<file path="src/rtl/comp2_pkg.sv">
// comp2_pkg: shared definitions for the digit-serial two's-complement unit.
//   mode_t      : operation select (PASS, NEG, ABS, NABS)
//   state_t     : sequencing states (IDLE, RUN, DONE)
//   num_digits  : number of D-bit digits in an N-bit operand
//   cnt_width   : digit counter width, clog2(N/D) with a floor of 1
package comp2_pkg;

   typedef enum logic [1:0] {
      MODE_PASS = 2'b00,
      MODE_NEG  = 2'b01,
      MODE_ABS  = 2'b10,
      MODE_NABS = 2'b11
   } mode_t;

   typedef enum logic [1:0] {
      IDLE,
      RUN,
      DONE
   } state_t;

   function automatic int num_digits(input int n, input int d);
      return n / d;
   endfunction

   function automatic int cnt_width(input int n, input int d);
      int w;
      w = $clog2(n / d);
      return (w < 1) ? 1 : w;
   endfunction

endpackage

</file>
<file path="src/rtl/comp2_digit.sv">
// comp2_digit: one D-bit digit slice of the serial complementer.
//   d         in  D  operand digit
//   carry_in  in  1  carry from the previous (less significant) digit
//   neg       in  1  1: produce ~d + carry_in, 0: pass d through
//   r         out D  result digit
//   carry_out out 1  carry into the next digit (carry_in when neg=0)
module comp2_digit
   import comp2_pkg::*;
#(
   parameter int D = 1
) (
   input  logic [D-1:0] d,
   input  logic         carry_in,
   input  logic         neg,
   output logic [D-1:0] r,
   output logic         carry_out
);

   logic [D:0] sum;

   always_comb begin
      sum       = {1'b0, ~d} + {{D{1'b0}}, carry_in};
      r         = d;
      carry_out = carry_in;
      if (neg) begin
         r         = sum[D-1:0];
         carry_out = sum[D];
      end
   end

endmodule

</file>
<file path="src/rtl/comp2_serial.sv">
// comp2_serial: digit-serial two's-complement unit (PASS/NEG/ABS/NABS),
// D bits per cycle, least significant digit first.
//   clk   in  1  clock, rising edge
//   rst   in  1  synchronous active-high reset
//   start in  1  launch request, honoured only in IDLE
//   mode  in  2  operation select, latched with A
//   A     in  N  operand, latched on accepted start
//   busy  out 1  high while an operation is in flight
//   done  out 1  one-cycle pulse, C and ovf valid
//   C     out N  result, held until the next operation completes
//   ovf   out 1  most-negative overflow flag, held like C
// Optional build macro COMP2_SAT_EN: on overflow C saturates to the largest
// positive value instead of wrapping back to the most-negative value.
module comp2_serial
   import comp2_pkg::*;
#(
   parameter int N = 8,
   parameter int D = 1
) (
   input  logic         clk,
   input  logic         rst,
   input  logic         start,
   input  logic [1:0]   mode,
   input  logic [N-1:0] A,
   output logic         busy,
   output logic         done,
   output logic [N-1:0] C,
   output logic         ovf
);

   localparam int              NDIG     = num_digits(N, D);
   localparam int              CW       = cnt_width(N, D);
   localparam logic [CW-1:0]   LAST     = CW'(NDIG - 1);
   localparam logic [N-1:0]    MOST_NEG = N'(1) << (N - 1);
   localparam logic [N-1:0]    MAX_POS  = ~MOST_NEG;

   if (N % D != 0) begin : g_bad_digit
      $error("comp2_serial: N must be a multiple of D");
   end

   state_t         state, state_nxt;
   logic [CW-1:0]  cnt;
   logic           carry;
   logic           neg_q;
   logic           ovf_pend;
   logic           neg_sel;
   logic [N-1:0]   opnd;
   logic [N-1:0]   res;
   logic [D-1:0]   r_dig;
   logic           carry_nxt;

   comp2_digit #(.D(D)) u_digit (
      .d         (opnd[D-1:0]),
      .carry_in  (carry),
      .neg       (neg_q),
      .r         (r_dig),
      .carry_out (carry_nxt)
   );

   always_comb begin
      neg_sel = 1'b0;
      case (mode_t'(mode))
         MODE_PASS: neg_sel = 1'b0;
         MODE_NEG:  neg_sel = 1'b1;
         MODE_ABS:  neg_sel = A[N-1];
         MODE_NABS: neg_sel = ~A[N-1];
         default:   neg_sel = 1'b0;
      endcase
   end

   always_comb begin
      state_nxt = state;
      case (state)
         IDLE:    if (start) state_nxt = RUN;
         RUN:     if (cnt == LAST) state_nxt = DONE;
         DONE:    state_nxt = IDLE;
         default: state_nxt = IDLE;
      endcase
   end

   assign busy = (state != IDLE);

   always_ff @(posedge clk) begin
      if (rst) begin
         state    <= IDLE;
         cnt      <= '0;
         carry    <= 1'b1;
         neg_q    <= 1'b0;
         ovf_pend <= 1'b0;
         opnd     <= '0;
         res      <= '0;
         done     <= 1'b0;
         C        <= '0;
         ovf      <= 1'b0;
      end else begin
         state <= state_nxt;
         done  <= 1'b0;
         case (state)
            IDLE: begin
               if (start) begin
                  opnd     <= A;
                  cnt      <= '0;
                  carry    <= 1'b1;
                  neg_q    <= neg_sel;
                  ovf_pend <= neg_sel && (A == MOST_NEG);
               end
            end
            RUN: begin
               // Operand shifts right one digit per cycle; result digits enter
               // at the top so digit k ends up at bit k*D after N/D shifts.
               opnd  <= opnd >> D;
               res   <= (res >> D) | (N'(r_dig) << (N - D));
               carry <= carry_nxt;
               cnt   <= cnt + 1'b1;
            end
            DONE: begin
`ifdef COMP2_SAT_EN
               C <= ovf_pend ? MAX_POS : res;
`else
               C <= res;
`endif
               ovf  <= ovf_pend;
               done <= 1'b1;
            end
            default: ;
         endcase
      end
   end

endmodule

</file>
<file path="config.mk">
export PLATFORM = sky130hd
export DESIGN_NAME = comp2_serial
export DESIGN_NICKNAME = d
export VERILOG_FILES = /design/src/rtl/comp2_pkg.sv /design/src/rtl/comp2_digit.sv /design/src/rtl/comp2_serial.sv
export SDC_FILE = /design/constraint.sdc
export NUM_CORES = 1
export LEC_CHECK = 0
export ABC_AREA = 1
export CAP_MARGIN = 20
export CORE_AREA = 2 2 67 69
export CTS_CLUSTER_DIAMETER = 30
export CTS_CLUSTER_SIZE = 10
export DETAILED_ROUTE_END_ITERATION = 8
export DIE_AREA = 0 0 69 71
export HOLD_SLACK_MARGIN = 0.05
export PLACE_DENSITY = 0.65
export SYNTH_ARGS = -nofsm -noshare
export SYNTH_HDL_FRONTEND = slang
export SYNTH_SLANG_ARGS = --single-unit
</file>
<file path="constraint.sdc">
create_clock -name clk -period 1.5 [get_ports clk]
set_input_delay 0.225 -clock clk [delete_from_list [all_inputs] [get_ports clk]]
set_output_delay 0.225 -clock clk [all_outputs]
set_load 0.01 [all_outputs]
</file>
== After elaboration in Yosys (flattened, before gate mapping) ==
Cells that the tools add are included.
Word-level totals
  bits in registers: 34
  bits of input ports: 13
  word-level logic and storage cells: 47
Cells by class
  $add $sub $neg: 2
  eq/ne operators: 10
  muxes and demuxes: 13
  bitwise logic cells: 3
  reductions and logical operators: 9
Operators by type and width (number)
  $pmux W8 S2: 1
  $eq A8 B8 Y1 const B: 1
  $mux W8: 1
  $or A7 B8 Y8: 1
  $eq A2 B2 Y1 const B: 3
  $ne A2 B2 Y1 const B: 3
  $pmux W3 S2: 1
  $reduce_and A2 Y1: 3
  $eq A2 B1 Y1 const B: 2
  $logic_not A2 Y1: 2
  $mux W1: 4
  $mux W2: 2
  $pmux W1 S4: 1
  $pmux W2 S2: 1
  $reduce_bool A2 Y1: 2
  $add A3 B1 Y3 const B: 1
  $eq A3 B3 Y1 const B: 1
  $mux W3: 1
  $reduce_and A3 Y1: 1
  $add A1 B1 Y2: 1
  $not A1 Y1: 2
  $pmux W1 S2: 1
  $logic_and A1 B1 Y1: 1

== Longest topological paths before layout ==
Gate-level depths: netlist (run 1).
  depth in word-level cells: 4
  depth in mapped cells: 7
  gate-level depth less buffers: 7

== Cells and area by module ==
Synthesis (run 1) repeated with hierarchy kept, for this count alone.
Second synthesis, totals
  cells, all modules: 208
  area total of the unflattened synthesis: 1445.1 sq um
By module, submodules not included
  comp2_serial: times used 1, cells an instance 199, area an instance 1402.6 sq um
  comp2_digit: times used 1, cells an instance 9, area an instance 42.5 sq um

== Worst setup path after synthesis (run 1) ==
No wires, ideal clock.
  kind: reg-to-reg
  start point: register state[1]
  end point: register res[7]
  setup time: 119 ps
  data arrival time: 874 ps
  required time: 1381 ps
  setup slack: 506 ps
  stages on the path, launching flop included: 7
  period minus slack after synthesis: 994 ps
  cell sequence: dfxtp_1 inv_2 nand2_4 buf_8 buf_8 a21oi_2 a21oi_1
On the way
  cells in the longest elaborated chain, start to end: 1
RTL lines
  start, declared: line comp2_serial.sv:41  | state_t state, state_nxt;
  start signal, assigned: line comp2_serial.sv:96  | state <= state_nxt;
  $eq A2 B1 Y1: line comp2_serial.sv:98  | case (state)
  end signal, assigned: line comp2_serial.sv:112  | res <= (res >> D) | (N'(r_dig) << (N - D));
  end, declared: line comp2_serial.sv:48  | logic [N-1:0] res;
No other way between the ends.
A chain may end at the register's enable or synchronous reset.

== Worst setup path after layout (run 1) ==
  start point: register ovf
  end point: output port ovf
RTL lines
  start, declared: line comp2_serial.sv:28  | output logic ovf
  start signal, assigned: line comp2_serial.sv:122  | ovf <= ovf_pend;
No word-level cell between the ends.

==> results of run 1 <==
[report_power, final]
part	internal (W)	switching (W)
sequential	0.000955	0.0000315
clock	0.000709	0.000327
combinational	0.0000966	0.000137
total	0.00176	0.000495
[routing by layer]
layer,global-route usage [%],part of all wire [%],up-vias
li1,-,-,653
met1,15.1,49,505
met2,18.7,44,30
met5,0,0,-
met4,5.23,1.8,0
met3,3.56,4.6,7
[cells by family (layout without fill, tap and decap cells)]
family          count (synthesis)  after routing  synth area share (%)
simple gates                   97             97                  28.1
compound gates                 37             37                  13.9
flops                          34             34                  47.6
buf+inv                        19             45                  7.71
fa+ha+maj                       3              3                  2.63
[cell usage after synthesis]
master and instances:
o21ai_1 7, clkinv_1 1, nand2_4 2, clkinv_4 1
ha_1 3, inv_2 3, inv_1 6, clkbuf_2 1
nand3_4 1, nand2_1 37, o21ai_0 19, nand3_2 1
o21ai_2 1, nor2_1 54, nor3_1 1, a21oi_1 7
dfxtp_1 34, inv_4 1, o211ai_1 1, a21oi_2 2
buf_4 1, buf_2 3, buf_8 2, nand3_1 1
[sequential cells by signal, summed over array words and instances (netlist names)]
| name | count |
|---|---|
| C | 8 |
| opnd | 8 |
| res | 8 |
| cnt | 3 |
| state | 2 |
| carry | 1 |
| done | 1 |
| neg_q | 1 |
| ovf | 1 |
| ovf_pend | 1 |
[how the worst min path moves through the flow]
stage | from | to | slack, ns | cells after the start
6_report | cnt[0]$_SDFFE_PP0P_ | cnt[0]$_SDFFE_PP0P_ | 0.47 | 1
5_1_grt | cnt[0]$_SDFFE_PP0P_ | cnt[0]$_SDFFE_PP0P_ | 0.48 | 1
4_1_cts | cnt[0]$_SDFFE_PP0P_ | cnt[0]$_SDFFE_PP0P_ | 0.46 | 1
3_5_place_dp | cnt[0]$_SDFFE_PP0P_ | cnt[0]$_SDFFE_PP0P_ | 0.45 | 1
3_3_place_gp | res[0]$_SDFFE_PP0N_ | res[0]$_SDFFE_PP0N_ | 0.46 | 2
2_1_floorplan | A[7] | opnd[7]$_SDFFE_PP0P_ | 0.37 | 2
[area by class of cell]
type	count	share of cell area, %
clock buffers	6	4.53
clock inverters	2	3.29
inverters	12	2.88
multi-input cells	137	35.0
flip-flops and latches	34	37.4
well taps	52	3.57
repair buffers	25	13.4
[per-stage QoR]
stage          instances  power [W]  util, %  hold WS, ns
3_3_place_gp         260    0.00124     40.0        0.460
2_1_floorplan        190    0.00118        -        0.369
3_5_place_dp         260    0.00124     40.0        0.453
6_report             268    0.00225     43.4        0.465
4_1_cts              268    0.00228     43.4        0.464
5_1_grt              268    0.00237     43.4        0.484
[repair_timing]
item / in CTS / in global routing
endpoints found under the setup margin: 1 / 0
resized for setup: 2 / 0
buffers inserted: 0 / 0
==> metrics.txt, run 1 <==
status=finished, final reports clean; TritonCTS buffer count=5; source of the worst register-to-register timing path=state[1]$_SDFFE_PP0P_; final setup vio count=0; maximum ir drop on the vdd rail=slightly above 0.4 mV; clock skew after layout=between 0.004 and 0.005 ns; critical path buffer and inverter count=1; largest driver fanout on the critical path=2; hold violation count in the final report=0; FMAX=approximately 730 MHz; Final Routed Wirelength=between 2 and 3 mm; global-route wire length before repair=4.72 mm; area overhead of the layout relative to synthesis=27.7%; clk sinks=34; count of TritonRoute iterations in the first routing pass=4; area of combinational cells with multiple inputs=approximately 640 um^2; number of flip-flops and latches in the synthesized netlist=34; cell-by-cell trace of the critical path=clkdlybuf4s50_1; count of routing violations after the opening detailed-route iteration=between 60 and 70; core region area=between 4000 and 5000 um^2; clock root buffer=clkbuf_8; insertion delay to the later sink of the worst-skew pair=0.28 ns; accumulated negative setup slack=0 ns; minimum setup slack in the final design=roughly 0.12 ns; leading area contributor after synthesis=dfxtp_1; Syn Nets=around 200; NumNets Final=~230; largest net degree at the start of global routing=27; worst endpoint data arrival time=1.15 ns; count of cell types in the netlist=24; initial antenna violation count=0; transition time at the pin with the least slew margin=roughly 0.34 ns; fraction of layout cells with a size suffix above 1=roughly a tenth; HPWL Detailed=roughly 1.8 mm; Crit Reg-Reg Endpoint=opnd[0]$_SDFFE_PP0P_; Post-Layout Inst Area=1820 um^2; clock tree buffer depth=2; Antenna Nets Post-Route=0; Slew Limit Headroom=between 70% and 80%; category of cells accounting for the largest share of critical-path delay=buffers and inverters; Port Buffers=23; row count=24; grt ovf=0; # diodes=0; synthesized area=1430 um^2; All-Layer GR Usage=a little under an eighth; post-route DRC violation count=0; highest-count cells in the layout ignoring fill and taps=nor2_1 (54), nand2_1 (37), dfxtp_1 (33), clkdlybuf4s50_1 (22), o21ai_0 (19); total of hold buffers inserted after clock tree synthesis=0; overall die area=4900 um^2; storage element area=682 um^2; Slowest cell on crit path=clkdlybuf4s50_1; cells taking the most area after synthesis=dfxtp_1 (48%), nor2_1 (14%), nand2_1 (9.7%), o21ai_0 (6.7%), ha_1 (2.6%); count of pins on the block boundary=24; fraction of the yosys area taken by sequential cells=between 40% and 50%; placed cell areas=1680 um^2; post-placement setup slack=just under 0.09 ns; die width=roughly 70 um; synthesized area per cell=between 7 and 8 um^2; setup slack of the worst register-to-register path=0.31 ns; via count of the first global-routing pass=between 1000 and 1500; CP startpoint kind=flip-flop; RSZ-0062 raised after global routing=false; shortest clock period the worst path allows after layout=about 1.4 ns; power density over cell area=between 1000 and 1500 nW/um^2; post-route fraction of the period consumed by the critical path=91.7%; data required time of the worst path=between 1 and 1.5 ns; Synthesis Warnings=0; count of final max-slew check failures=0; number of fill cells in the layout=431; number of H-tree levels=2; classification of the worst-slack hold path=flip-flop to flip-flop; kind of capture point of the worst setup path=primary output; type of the setup path with the least slack=flip-flop to primary output; gp weighted congestion=about 0.75; leakage power total=~0.75 nW; vias=approximately 1200; clock tree from TritonCTS=built; most common cell after layout, fill and taps aside=nor2_1; start point of the critical path=ovf$_SDFFE_PP0P_; worst setup path endpoint=ovf; height of the chip=~70 um; Starting Density=34.0%; synthesized instance count=190; number of cells traversed by the worst register-to-register path=6; number of maximum-capacitance violations=0; share of the synthesized area in the top cell type=47.6%; average routed wire per standard cell=between 9 and 10 um; CTS clock-pin slew for the worst setup and hold paths=0.07 ns; max incr delay on CP=0.53 ns; number of vias per cell=about 4.5; depth of the critical timing path with buffers and inverters included=1
Note: power is estimated with default switching activity, not from simulation.
==> run 2, diff against run 1 <==
Settings changed: CORE_AREA 2 2 67 69 to 2 2 51 89, DIE_AREA 0 0 69 71 to 0 0 53 91, TNS_END_PERCENT set to 1.
==> metrics.txt, run 2 (same netlist as run 1, synthesis figures left out) <==
Antenna Nets Post-Route=0 (unchanged); fraction of layout cells with a size suffix above 1=10.6% (-0.049 points); classification of the worst-slack hold path=flip-flop to flip-flop; type of the setup path with the least slack=flip-flop to primary output; global-route wire length before repair=4.59 mm (-2.8%); clock tree buffer depth=2 (unchanged); # diodes=0 (unchanged); category of cells accounting for the largest share of critical-path delay=buffers and inverters; RSZ-0062 raised after global routing=false; routed length on met2=1.33 mm (+15%); vias=1242 (+3.9%); highest-count cells in the layout ignoring fill and taps=nor2_1 (54), nand2_1 (37), dfxtp_1 (33), clkdlybuf4s50_1 (22), o21ai_0 (19); NumNets Final=232 (+0.43%); power density over cell area=1070 nW/um^2 (-14%); cell-by-cell trace of the critical path=clkdlybuf4s50_1; row count=31 (+29%); initial antenna violation count=0 (unchanged); number of cells traversed by the worst register-to-register path=6 (unchanged); CTS clock-pin slew for the worst setup and hold paths=0.07 ns (about the same); Starting Density=35.1% (+1.1 points); setup bufs post-CTS=0 (unchanged); final setup vio count=0 (unchanged); largest net degree at the start of global routing=27 (unchanged); die width=53 um (-23%); All-Layer GR Usage=12.6% (+0.70 points); Port Buffers=23 (unchanged); via count of the first global-routing pass=1099 (+0.64%); number of H-tree levels=2 (unchanged); registers with the most flip-flops=C: 8 flops, opnd: 8 flops, res: 8 flops; core region area=4070 um^2 (-3.1%); source of the worst register-to-register timing path=state[1]$_SDFFE_PP0P_; number of vias per cell=4.67 (+4.7%); uppermost layer routed=met4; Post-Route Hold Slack=0.465 ns (-0.000645 ns); HPWL Detailed=1.85 mm (+2.7%); overall die area=4820 um^2 (-1.6%); data required time of the worst path=1.27 ns (about the same); transition time at the pin with the least slew margin=0.354 ns (+0.0137 ns); number of fill cells in the layout=425 (-1.4%); number of cells on the worst hold path=1 (unchanged); Crit Reg-Reg Endpoint=opnd[2]$_SDFFE_PP0P_; Slew Limit Headroom=76.4% (-0.91 points); CP startpoint kind=flip-flop; amount of wire on met3 after detailed routing=115 um (-4.2%); max incr delay on CP=0.53 ns (about the same); count of final max-slew check failures=0 (unchanged); most common cell after layout, fill and taps aside=nor2_1; critical path buffer and inverter count=1 (unchanged); grt ovf=0 (unchanged); largest driver fanout on the critical path=2 (unchanged); accumulated negative setup slack=0 ns (unchanged); Met1 Routed Length=1.11 mm (-14%); kind of capture point of the worst setup path=primary output; area overhead of the layout relative to synthesis=24.3%; post_cts resized=2 (unchanged); count of TritonRoute iterations in the first routing pass=4 (unchanged); post-route DRC violation count=0 (unchanged); FMAX=732 MHz (+0.66%); insertion delay to the later sink of the worst-skew pair=0.28 ns (about the same); setup slack of the worst register-to-register path=0.30 ns (about the same); worst min-delay path startpoint=cnt[0]$_SDFFE_PP0P_; hold path endpoint=cnt[0]$_SDFFE_PP0P_; status=finished, final reports clean; number of standard cells in the layout, taps in and fillers out=266 (-0.75%); maximum ir drop on the vdd rail=0.640 mV (+59%); gp weighted congestion=0.792 (+5.5%); post-route fraction of the period consumed by the critical path=91.1% (-0.60 points); total of hold buffers inserted after clock tree synthesis=0 (unchanged); hold violation count in the final report=0 (unchanged); Slowest cell on crit path=clkdlybuf4s50_1; clock root buffer=clkbuf_8; count of routing violations after the opening detailed-route iteration=20 (-70%); shortest clock period the worst path allows after layout=1.37 ns (-0.00904 ns); worst endpoint data arrival time=1.14 ns (about the same); TritonCTS buffer count=5 (unchanged); average routed wire per standard cell=9.82 um (+0.95%); leakage power total=0.736 nW (-2.5%); number of cells in the design after placement=258 (-0.77%); height of the chip=91 um (+28%); clock tree from TritonCTS=built; clk sinks=34 (unchanged); clock skew after layout=0.00654 ns (+0.00239 ns); Final Routed Wirelength=2.61 mm (+0.19%); number of maximum-capacitance violations=0 (unchanged); count of pins on the block boundary=24 (unchanged)
run 2: cell count changes in the layout (fill, tap and decap cells not counted), sizes merged:
cell / before / now
clkbuf: 6 / 7
bufinv: 2 / 0
buf: 2 / 3
clkinv: 2 / 3
run 2: how the worst max path moves through the flow:
stage | startpoint | cells past startpoint | end | slack (ns)
floorplan | state[1]$_SDFFE_PP0P_ | 6 | res[7]$_SDFFE_PP0N_ | 0.51
CTS | C[6]$_SDFFE_PP0P_ | 1 | C[6] | 0.11
finish | C[6]$_SDFFE_PP0P_ | 1 | C[6] | 0.13
global placement | start | 6 | opnd[2]$_SDFFE_PP0P_ | 0.14
detailed placement | start | 6 | opnd[2]$_SDFFE_PP0P_ | 0.13
global route | C[2]$_SDFFE_PP0P_ | 1 | C[2] | 0.07
run 2: metrics by stage:
| step | area, um^2 | total power [W] | util (%) | setup slack (ns) |
|---|---|---|---|---|
| finish | 1780 | 0.00190 | 43.6 | 0.133 |
| global route | 1780 | 0.00201 | 43.6 | 0.0743 |
| CTS | 1780 | 0.00193 | 43.6 | 0.112 |
| detailed placement | 1690 | 0.00124 | 41.4 | 0.129 |
| global placement | 1690 | 0.00124 | 41.4 | 0.145 |
| floorplan | 1430 | 0.00118 | - | 0.506 |
run 2: area by class of cell:
type | instances | area (um^2) | area share (%)
Multi-Input combinational cell | 137 | 638 | 35.9
Tap cell | 49 | 61.3 | 3.45
Inverter | 12 | 52.6 | 2.96
Sequential cell | 34 | 682 | 38.4
Clock buffer | 7 | 86.3 | 4.86
Clock inverter | 1 | 5.00 | 0.282
Timing Repair Buffer | 26 | 251 | 14.2
run 2: power by group:
part | switching, W | internal [W] | leakage (nW)
clock | 0.000307 | 0.000370 | 0.0482
combinational | 0.000136 | 0.0000995 | 0.409
sequential | 0.0000301 | 0.000955 | 0.278
total | 0.000474 | 0.00142 | 0.736
run 2: metal layers:
layer	global-route usage (%)	up-vias
met5	0	-
met4	5.98	0
met1	13.5	555
met2	21.3	29
met3	4.11	5
li1	-	653
==> variant 1: new RTL, config.mk and constraints of run 2 <==
Register the output `ovf` once more, with the module's reset; this adds one clock of latency there. The other outputs are not delayed to match. Comments in the files are not updated.
--- a/src/rtl/comp2_serial.sv
+++ b/src/rtl/comp2_serial.sv
@@ -33,6 +33,8 @@
    localparam logic [CW-1:0]   LAST     = CW'(NDIG - 1);
    localparam logic [N-1:0]    MOST_NEG = N'(1) << (N - 1);
    localparam logic [N-1:0]    MAX_POS  = ~MOST_NEG;
+
+   logic ovf_s0;
 
    if (N % D != 0) begin : g_bad_digit
       $error("comp2_serial: N must be a multiple of D");
@@ -91,7 +93,7 @@
          res      <= '0;
          done     <= 1'b0;
          C        <= '0;
-         ovf      <= 1'b0;
+         ovf_s0   <= 1'b0;
       end else begin
          state <= state_nxt;
          done  <= 1'b0;
@@ -119,7 +121,7 @@
 `else
                C <= res;
 `endif
-               ovf  <= ovf_pend;
+               ovf_s0 <= ovf_pend;
                done <= 1'b1;
             end
             default: ;
@@ -127,5 +129,13 @@
       end
    end
 
+   always_ff @(posedge clk) begin
+      if (rst) begin
+         ovf <= '0;
+      end else begin
+         ovf <= ovf_s0;
+      end
+   end
+
 endmodule
 
Formal check against the unedited RTL: no difference found for any inputs over 10 cycles, from zero or initial values and one cycle with rst high; that may be too few to reach the edited logic, so the function may still have changed.
==> variant 1 against run 2 <==
Fmax is 1.1% lower. Total power is 12% higher. Final area is 5.1% higher. Via count is 0.16% lower. Worst setup slack worse by 0.015 ns. Routed wire length is 0.23% higher. Sequential cell count is 1 higher. Sequential share of layout area is 0.78 points lower. Synthesized area is 4.9% higher. Worst hold slack worse by 0.042 ns. Critical endpoint is now C[1]. Largest power group unchanged.
==> variant 1: results (changes against run 2) <==
| Metric | Value |
|---|---|
| Register-to-Register Path Depth | `6 (unchanged)` |
| Largest regs | `C: 8 flops, opnd: 8 flops, res: 8 flops (unchanged)` |
| Antenna violations before repair | `0 (unchanged)` |
| Vias post-DR | `1,240 (was 1,242)` |
| Peak per-stage delay on the critical path | `0.54 ns` |
| Worst Max-Slew Pin Slew | `0.286 ns (was 0.354 ns)` |
| Clock Skews | `0.00412 ns (was 0.00654 ns)` |
| Final sum of negative setup slack | `0 ns (unchanged)` |
| Met1 track demand over resource | `13.1% (was 13.5%)` |
| Total number of yosys warnings | `0 (unchanged)` |
| Fraction of layout instances using a drive strength above 1 | `13.7% (was 10.6%)` |
| Instance count along the most critical hold path | `2 (was 1)` |
| Share of flip-flops with an asynchronous set or reset | `0% (unchanged)` |
| Worst-Skew Late Latency | `0.29 ns` |
| Total wire length | `2.62 mm (was 2.61 mm)` |
| Cell types with the largest area share after synthesis | `dfxtp_1 47%, nor2_1 13%, nand2_1 8.5%, o21ai_0 5.7%, buf_12 2.7% (was dfxtp_1 48%, nor2_1 14%, nand2_1 9.7%, o21ai_0 6.7%, ha_1 2.6%)` |
| Maximum number of pins on one net before global-route repair | `26 (was 27)` |
| DR DRC count | `0 (unchanged)` |
| First-iteration detailed-routing DRC count | `11 (was 20)` |
| Synth Flop Type | `dfxtp_1 (unchanged)` |
| Slowest stage cell on the critical path | `clkdlybuf4s50_1 (unchanged)` |
| Result of the run | `finished clean (unchanged)` |
| Kind of cell with the highest combined delay on the critical path | `buffers and inverters (unchanged)` |
| Global-route usage over all layers | `13.0% (was 12.6%)` |
| Met2 GRT Util | `23.0% (was 21.3%)` |
| Number of iterations in the first detailed-routing pass | `4 (unchanged)` |
| Number of nets still failing antenna checks after routing | `0 (unchanged)` |
| Distinct cell type count of the synthesized netlist | `24 (unchanged)` |
| Clock slew at the register clock pins of the worst setup and hold paths | `0.07 ns (about the same)` |
| Standby leakage power | `0.779 nW (was 0.736 nW)` |
| Antenna cell count | `0 (unchanged)` |
| Synthesized net count | `207 (was 206)` |
| Sequential cell area fraction in the yosys report | `46.7% (was 47.6%)` |
| First-pass GRT wire length | `4.76 mm (was 4.59 mm)` |
| Met3 layer usage reported by global route | `2.96% (was 4.11%)` |
| Final weighted congestion in routability-driven placement | `0.723 (was 0.792)` |
| Signal arrival time at the worst endpoint | `1.16 ns (was 1.14 ns)` |
| Top cell types by occurrence after synthesis | `53 x nor2_1, 35 x dfxtp_1, 34 x nand2_1, 17 x o21ai_0, 9 x inv_1 (was 54 x nor2_1, 37 x nand2_1, 34 x dfxtp_1, 19 x o21ai_0)` |
| Worst IR Drop VDD | `0.811 mV (was 0.640 mV)` |
| Final Net Count | `234 (was 232)` |
| Filler Cells Inserted | `445 (was 425)` |
| Cell internal power dissipation | `1.62 mW (was 1.42 mW)` |
| HPWL reported at the end of detailed placement | `1.86 mm (was 1.85 mm)` |
## variant 1: per-layer routing
layer,up-vias,part of all wire [%]
li1,660,-
met1,553,41
met2,20,53
met3,7,2.9
met4,0,3.1
met5,-,0
## variant 1: cell type report
cell class	count	area (µm²)	share of cell area (%)
repair buffers	27	272	14.5
clock buffers	6	82.6	4.42
clock inverters	2	35.0	1.88
flip-flops and latches	35	702	37.6
multi-input cells	136	658	35.3
inverters	13	56.3	3.02
well taps	49	61.3	3.28
## variant 1: power by group through the flow
stage / Combinational (mW) / Clock (mW) / Sequential, mW
detailed placement: 0.250 / 0 / 1.03
CTS: 0.248 / 0.901 / 1.01
finish: 0.244 / 0.873 / 1.01
global route: 0.282 / 0.921 / 1.02
floorplan: 0.196 / 0 / 1.03
global placement: 0.245 / 0 / 1.03
## variant 1: cells by family after synthesis
group                      share of synthesized area, %
AOI/OAI and AO/OA                                  14.0
buffers and inverters                              9.35
adders and majority gates                          2.50
DFF                                                46.7
and+or+nand+nor                                    27.4
## variant 1: timing repair
| item | in CTS | in global routing |
|---|---|---|
| endpoints found under the hold margin | 0 | 0 |
| hold buffers | 0 | 0 |
| endpoints found under the setup margin | 1 | 0 |
| gates resized for setup | 2 | 0 |
## variant 1: stage by stage
stage               util, %  instances  worst slack (ns)  area [µm²]  power [mW]
CTS                    45.8        268            0.0952        1870        2.16
global placement       42.9        260             0.101        1750        1.28
floorplan                 -        191             0.500        1500        1.22
global route           45.8        268            0.0793        1870        2.22
finish                 45.8        268             0.118        1870        2.13
detailed placement     42.9        260            0.0813        1750        1.28
## variant 1: worst paths after layout
path         startpoint  endpoint  slack (ns)
min              ovf_s0       ovf        0.42
max                C[1]      C[1]        0.12
min reg2reg      ovf_s0       ovf        0.42
max reg2reg    state[1]   opnd[4]        0.31
==> variant 2: new RTL, flow settings as in run 2 <==
Made on the original files. The parameter `N` goes from 8 to 9.
--- a/src/rtl/comp2_serial.sv
+++ b/src/rtl/comp2_serial.sv
@@ -14,7 +14,7 @@
 module comp2_serial
    import comp2_pkg::*;
 #(
-   parameter int N = 8,
+   parameter int N = 9,
    parameter int D = 1
 ) (
    input  logic         clk,
Interface: changed (resized A and C); port bits go from 24 to 26. No check against the original RTL was run, so the function may have changed too.
==> variant 2 against run 2 <==
Final area grew 14%. Routed wire length grew 27%. Critical path depth is the same. Sequential cell count grew 4. Synthesized area grew 13%. Worst setup slack lost 0.012 ns. Total power grew 8.5%. Highest routed layer unchanged.
==> variant 2: results (changes against run 2) <==
| Metric | Value |
|---|---|
| HPWL reported at the end of detailed placement | `2.43 mm (was 1.85 mm)` |
| Final non-clock buffer share | `17.0% (was 14.2%)` |
| Total met2 wirelength after detailed routing | `1.82 mm (was 1.33 mm)` |
| Number of placed cells counting well taps | `290 (was 258)` |
| Instance count along the most critical hold path | `2 (was 1)` |
| Result of the run | `finished clean (unchanged)` |
| Power in sequential cells | `1.11 mW (was 0.985 mW)` |
| Total wire length | `3.31 mm (was 2.61 mm)` |
| Worst relative slew slack | `81.7% (was 76.4%)` |
| Met3 layer usage reported by global route | `3.95% (was 4.11%)` |
| Top cell types by occurrence after synthesis | `62 x nor2_1, 38 x dfxtp_1, 34 x nand2_1, 29 x o21ai_0, 12 x inv_1 (was 54 x nor2_1, 37 x nand2_1, 34 x dfxtp_1, 19 x o21ai_0)` |
| Fraction of area in registers | `37.6% (was 38.4%)` |
| Placement-stage cell area | `0.00193 mm² (was 0.00169 mm²)` |
| Maximum number of pins on one net before global-route repair | `32 (was 27)` |
| First-iteration detailed-routing DRC count | `30 (was 20)` |
| Worst IR Drop VDD | `0.623 mV (was 0.640 mV)` |
| Layout buffer count excluding clock buffers | `34 (was 26)` |
| Port-buffer cells | `25 (was 23)` |
| Largest regs | `C: 9 flops, opnd: 9 flops, res: 9 flops (was C: 8 flops, opnd: 8 flops, res: 8 flops)` |
| RR Endpoint | `cnt[3] (was opnd[2])` |
| Hold Startpoint | `ovf_pend (was cnt[0])` |
| Sequential cell area fraction in the yosys report | `47.1% (was 47.6%)` |
| Smallest hold slack | `0.481 ns (was 0.465 ns)` |
| Cell area after layout | `0.00203 mm² (was 0.00178 mm²)` |
| Register-to-Register Path Depth | `8 (was 6)` |
| Final weighted congestion in routability-driven placement | `0.814 (was 0.792)` |
| Routed length on met3 | `118 µm (was 115 µm)` |
| Setup slack on the worst flop-to-flop path | `0.15 ns (was 0.30 ns)` |
| Fmax | `725 MHz (was 732 MHz)` |
| Worst setup slack after placement | `0.107 ns (was 0.129 ns)` |
| Switching power as a share of total power | `26.1% (was 25.0%)` |
| Cell count after synthesis | `219 (was 190)` |
| End point of the critical path | `ovf (was C[6])` |
| Area of the multi-input gates | `723 µm² (was 638 µm²)` |
[variant 2: cell count changes after synthesis, sizes merged, moves of 2 or more]
| cell | change |
|---|---|
| nand3 | +5 |
| nor2 | +9 |
| o21ai | +4 |
| dfxtp | +4 |
| nand2 | -2 |
| buf | +2 |
| inv | +5 |
[variant 2: worst reg2reg max path: stages (launching register included)]
cell and delay, ns:
dfxtp_2 0.35, buf_4 0.11, inv_2 0.03, nand2_2 0.13, buf_4 0.20, nand2_4 0.09
inv_2 0.17, nand2_1 0.07, a21oi_1 0.13
[variant 2: kinds of logic after synthesis]
family | count (synthesis) | share of synthesized area (%)
buffers and inverters | 26 | 8.06
DFF | 38 | 47.1
adders and majority gates | 3 | 2.33
and+or+nand+nor | 109 | 27.9
AOI/OAI and AO/OA | 43 | 14.6
[variant 2: timing repair]
action	CTS	global route
setup buffers	2	0
pin swaps	1	0
gates cloned	0	0
setup endpoints to repair	1	1
gates resized for setup	2	1
